$ cat src/rtl/multdiv_ctrl.sv
`default_nettype none
// ============================================================================
// Module   : multdiv_ctrl
// Purpose  : Execute-stage sequencer for the shared multi-cycle
//            multiplier/divider. Detects a mult/div in X, latches its
//            operands and destination, fires one start pulse, stalls the
//            front of the pipeline until the result returns (or a timeout
//            expires), then presents a single writeback beat. Exceptions and
//            timeouts are redirected to $r30 (rstatus).
// Ports    : clock, reset          - rising-edge clock, sync active-high reset
//            is_mult, is_div       - X-stage decode flags
//            operandA/B, rd_in     - X-stage operands and destination
//            md_result/exception/resultRDY - multdiv unit response
//            ctrl_MULT/ctrl_DIV    - multdiv start pulses
//            md_opA/md_opB         - latched operands to multdiv
//            stall, busy           - pipeline freeze / sequencer active
//            wb_valid/wb_rd/wb_data- writeback beat
//            timeout_err           - sticky timeout flag
// Revision : 1.0 - initial release
// ============================================================================
module multdiv_ctrl #(
    parameter int WIDTH       = 32,
    parameter int MAX_CYCLES  = 40,
    parameter int MULT_STATUS = 4,
    parameter int DIV_STATUS  = 5
) (
    input  logic             clock,
    input  logic             reset,
    input  logic             is_mult,
    input  logic             is_div,
    input  logic [WIDTH-1:0] operandA,
    input  logic [WIDTH-1:0] operandB,
    input  logic [4:0]       rd_in,
    input  logic [WIDTH-1:0] md_result,
    input  logic             md_exception,
    input  logic             md_resultRDY,
    output logic             ctrl_MULT,
    output logic             ctrl_DIV,
    output logic [WIDTH-1:0] md_opA,
    output logic [WIDTH-1:0] md_opB,
    output logic             stall,
    output logic             busy,
    output logic             wb_valid,
    output logic [4:0]       wb_rd,
    output logic [WIDTH-1:0] wb_data,
    output logic             timeout_err
);

    localparam logic [1:0] c_IDLE  = 2'd0;
    localparam logic [1:0] c_START = 2'd1;
    localparam logic [1:0] c_WAIT  = 2'd2;
    localparam logic [1:0] c_WRITE = 2'd3;

    localparam int                 c_CNT_W    = $clog2(MAX_CYCLES + 1);
    localparam logic [c_CNT_W-1:0] c_LAST_CNT = c_CNT_W'(MAX_CYCLES - 1);
    localparam logic [4:0]         c_RSTATUS  = 5'd30;

    logic [1:0]         r_state;
    logic [c_CNT_W-1:0] r_count;
    logic [WIDTH-1:0]   r_op_a;
    logic [WIDTH-1:0]   r_op_b;
    logic [4:0]         r_rd;
    logic               r_op_is_mult;
    logic [WIDTH-1:0]   r_result;
    logic               r_exc;
    logic               r_timeout_err;

    logic w_start;
    logic w_in_write;
    logic [WIDTH-1:0] w_status;

    // Only IDLE looks at the decode flags; in WRITE they still describe the
    // instruction being retired, so sampling them there would re-issue it.
    assign w_start    = (r_state == c_IDLE) && (is_mult || is_div);
    assign w_in_write = (r_state == c_WRITE);
    assign w_status   = r_op_is_mult ? WIDTH'(MULT_STATUS) : WIDTH'(DIV_STATUS);

    always_ff @(posedge clock) begin
        if (reset) begin
            r_state       <= c_IDLE;
            r_count       <= '0;
            r_op_a        <= '0;
            r_op_b        <= '0;
            r_rd          <= '0;
            r_op_is_mult  <= 1'b0;
            r_result      <= '0;
            r_exc         <= 1'b0;
            r_timeout_err <= 1'b0;
        end else begin
            case (r_state)
                c_IDLE: begin
                    if (w_start) begin
                        r_op_a       <= operandA;
                        r_op_b       <= operandB;
                        r_rd         <= rd_in;
                        // mult takes priority if decode flags both assert
                        r_op_is_mult <= is_mult;
                        r_state      <= c_START;
                    end
                end
                c_START: begin
                    // A ready pulse here belongs to no request of ours.
                    r_count <= '0;
                    r_state <= c_WAIT;
                end
                c_WAIT: begin
                    r_count <= r_count + 1'b1;
                    if (md_resultRDY) begin
                        r_result <= md_result;
                        r_exc    <= md_exception;
                        r_state  <= c_WRITE;
                    end else if (r_count == c_LAST_CNT) begin
                        r_exc         <= 1'b1;
                        r_timeout_err <= 1'b1;
                        r_state       <= c_WRITE;
                    end
                end
                default: begin
                    r_state <= c_IDLE;
                end
            endcase
        end
    end

    assign ctrl_MULT   = (r_state == c_START) &&  r_op_is_mult;
    assign ctrl_DIV    = (r_state == c_START) && !r_op_is_mult;
    assign md_opA      = r_op_a;
    assign md_opB      = r_op_b;
    // Stall is asserted combinationally on detection so the instruction
    // holds in X during the cycle it is latched.
    assign stall       = w_start || (r_state == c_START) || (r_state == c_WAIT);
    assign busy        = (r_state != c_IDLE);
    assign wb_valid    = w_in_write && (r_exc || (r_rd != 5'd0));
    assign wb_rd       = !w_in_write ? 5'd0 : (r_exc ? c_RSTATUS : r_rd);
    assign wb_data     = !w_in_write ? '0   : (r_exc ? w_status  : r_result);
    assign timeout_err = r_timeout_err;

endmodule
`default_nettype wire

$ cat config.mk
export PLATFORM = sky130hd
export DESIGN_NAME = multdiv_ctrl
export DESIGN_NICKNAME = d
export VERILOG_FILES = /design/src/rtl/multdiv_ctrl.sv
export SDC_FILE = /design/constraint.sdc
export NUM_CORES = 1
export LEC_CHECK = 0
export ABC_AREA = 1
export CORE_AREA = 2 2 125 127
export DETAILED_ROUTE_END_ITERATION = 12
export DIE_AREA = 0 0 127 129
export HOLD_SLACK_MARGIN = 0.08
export PLACE_DENSITY = 0.7
export SKIP_LAST_GASP = 1
export SLEW_MARGIN = 20
export SYNTH_ARGS = -nofsm -noshare
export SYNTH_HDL_FRONTEND = slang
export SYNTH_SLANG_ARGS = --single-unit
$ cat constraint.sdc
create_clock -name clock -period 2.8 [get_ports clock]
set_input_delay 0.56 -clock clock [delete_from_list [all_inputs] [get_ports clock]]
set_output_delay 0.56 -clock clock [all_outputs]
set_load 0.005 [all_outputs]
==> results.md <==
* Status: finished, final reports clean
* Wirelength per Cell at 13.3 um
* Clk Latency, worst-skew pair at around 0.35 ns
* Core Region at between 10,000 and 15,000 sq um
* Placed Cells at approximately 970
* Ys flop type: dfxtp_1
* Final worst-path cycle share at 0.907
* Vias in the first global route at 4,264
* Clock sinks at roughly 110
* Fmax at 0.394 GHz
* Total Power at 6.00 mW
* Initial antenna violation count at 0
* 1st-iter DRT viols at 216
* Yosys cell types at 21
* Pleak at 2.77 nW
* Rel. slew slack at 0.504
* Startpoint Class: register
* DIE HEIGHT at 129 um
* Io pins at roughly 210
* Async SR Flop Fraction at 0
* Worst-Margin Slew at roughly 0.74 ns
* Gr ovfl total at 0
* Register bit count reported by yosys at about 110
* Final wirelength at 13,200 um
* Via count at roughly 4,500
* Post-CTS setup buffer count at 0
* Final hold vios at 0
* Post-Syn Area at 4390 sq um
* R2R setup slack at around 1.0 ns
* Final TNS setup at 0 ns
* TritonCTS Buffers at 9
* Cells after synthesis at between 600 and 700
* Seq/Total Area, Yosys at 0.510
* Largest net degree at the start of global routing at between 70 and 80
* Critical Path RT at 2.24 ns
* Layout Cells excl Fill at 991
* Synthesized Nets at slightly above 700
* Clock Tree Buf Depth at 2
* Fin crit period at approximately 2.5 ns
* Area delta synth->final at 57.7%
* Number of max-cap violations at 0
* Max Clock Skew at 0.00511 ns
* Gr usage total at 0.162
* Antenna viol nets, final at 0
* Clk slew on worst S/H paths at about 0.07 ns
* Reg-to-reg startpoint: r_state[0]
* Clk root buf: clkbuf_16
* Final Slew Violations at 0
* Share of cells above drive strength 1 at 0.0349
* First-pass GRT wire length at around 21,000 um
* EDFF count, synth at 0
* Crit path kind: reg -> out
* 1st-pass router iterations at 4
* Worst R2R Path Depth at 7
* GPL Wtd Cong at between 0.7 and 0.8
* Drt drc at 0
* Min-delay worst type: reg -> reg
* PD cells at approximately 870 nW/um^2
* CP endpoint kind: output port
* Worst EP arrival at about 2.0 ns
* Critical Path Fanout Max at 14
* Starting Density at 0.293
* Syn avg cell area at around 7.3 sq um
* TritonCTS clock tree: done
* Count of final setup violators at 0
* Peak supply drop at 0.639 mV
* Ys Warns at 0
* HPWL after DPL at 9180 um
* Row count at 45
* CP Capture Point: wb_data[0]
* RR Endpoint: r_op_is_mult
* Htree depth at 3
* Die Area at roughly 16,000 sq um
* PortBufs at 213
* Setup crit start: r_state[1]
* Die width at about 130 um
* Final nets at between 900 and 1,000
* DR vias/cell at 4.53
* RSZ-0062 raised after global routing: no
## cell type report
cell class,instances,area [sq um]
multi-input cells,435,1860
repair buffers,222,2210
clock buffers,13,250
inverters,17,63.8
flip-flops and latches,112,2240
diodes,1,2.50
well taps,188,235
fillers,1530,8050
clock inverters,3,65.1
## cells by family (layout without fill, tap and decap cells)
| kind of cell | count (synthesis) | after routing | synth area share |
|---|---|---|---|
| AND/OR/NAND/NOR | 310 | 310 | 0.268 |
| buffers and inverters | 56 | 255 | 0.0675 |
| flip-flops | 112 | 112 | 0.510 |
| AO/OA/AOI/OAI | 120 | 120 | 0.140 |
| other | 0 | 1 | 0 |
| adder cells (fa/ha/maj) | 5 | 5 | 0.0142 |
## critical path: stages (launching register included)
cell and delay (ns):
dfxtp_1 0.38, ha_2 0.30, buf_4 0.21, o21ai_0 0.09, a21oi_1 0.14, clkdlybuf4s50_1 0.51
## routing by layer
layer,routed length [um],vias up,share of wire,track usage
met5,0,-,0,0
met4,289,0,0.022,0.0646
met3,1110,20,0.084,0.0507
met2,5910,166,0.45,0.259
met1,5910,2007,0.45,0.206
li1,-,2295,-,-
## cell usage after synthesis (2+ instances only)
cell type	n	share of area
nor2_1	255	0.22
dfxtp_1	112	0.51
o21ai_0	106	0.12
nand2_1	46	0.039
clkbuf_1	13	0.011
inv_1	13	0.011
a21oi_1	10	0.011
buf_2	8	0.0091
buf_6	8	0.021
clkbuf_2	7	0.0080
nand3_1	6	0.0068
ha_1	5	0.014
inv_2	4	0.0034
buf_4	2	0.0034
o21ai_1	2	0.0023
## sequential cells by signal, indices dropped and copies added (netlist names)
| name | cells |
|---|---|
| md_opA | 32 |
| md_opB | 32 |
| r_result | 32 |
| r_count | 6 |
| r_rd | 5 |
| r_state | 2 |
| r_exc | 1 |
| r_op_is_mult | 1 |
| timeout_err | 1 |
## repair_timing
item                       in CTS  in global routing
setup endpoints to repair       0                  1
resized for setup               0                  1
hold buffers                    0                  0
## power breakdown
group | leakage (nW) | total [mW] | switching [mW] | internal [mW]
Combinational | 1.70 | 2.31 | 1.18 | 1.13
Sequential | 0.923 | 2.31 | 0.244 | 2.07
Clock | 0.154 | 1.38 | 0.568 | 0.809
## stage by stage
step	utilization	hold slack (ns)	cell area, sq um	setup slack (ns)
2_1_floorplan	-	0.449	4390	1.07
3_5_place_dp	0.441	0.469	6610	0.392
6_report	0.463	0.486	6930	0.260
3_3_place_gp	0.441	0.448	6610	0.404
5_1_grt	0.462	0.500	6930	0.0862
4_1_cts	0.462	0.487	6920	0.126
## cell usage in the layout, fill, tap and decap left out, types with 4 or more instances in the layout
| cell | n |
|---|---|
| buf_4 | 8 |
| clkdlybuf4s50_1 | 213 |
| o21ai_0 | 106 |
| clkbuf_16 | 9 |
| nor2_1 | 255 |
| dfxtp_1 | 112 |
| nand3_1 | 6 |
| inv_1 | 13 |
| ha_1 | 4 |
| nand2_1 | 46 |
| a21oi_1 | 10 |
| inv_2 | 4 |
## how the worst min path moves through the flow
stage / to / slack, ns / cells after the start / from
2_1_floorplan: r_result[0] / 0.45 / 2 / r_result[0]
3_3_place_gp: timeout_err / 0.45 / 1 / timeout_err
3_5_place_dp: timeout_err / 0.47 / 1 / timeout_err
4_1_cts: timeout_err / 0.49 / 1 / timeout_err
5_1_grt: timeout_err / 0.50 / 1 / timeout_err
6_report: timeout_err / 0.49 / 1 / timeout_err
(Power assumes the default switching activity.)
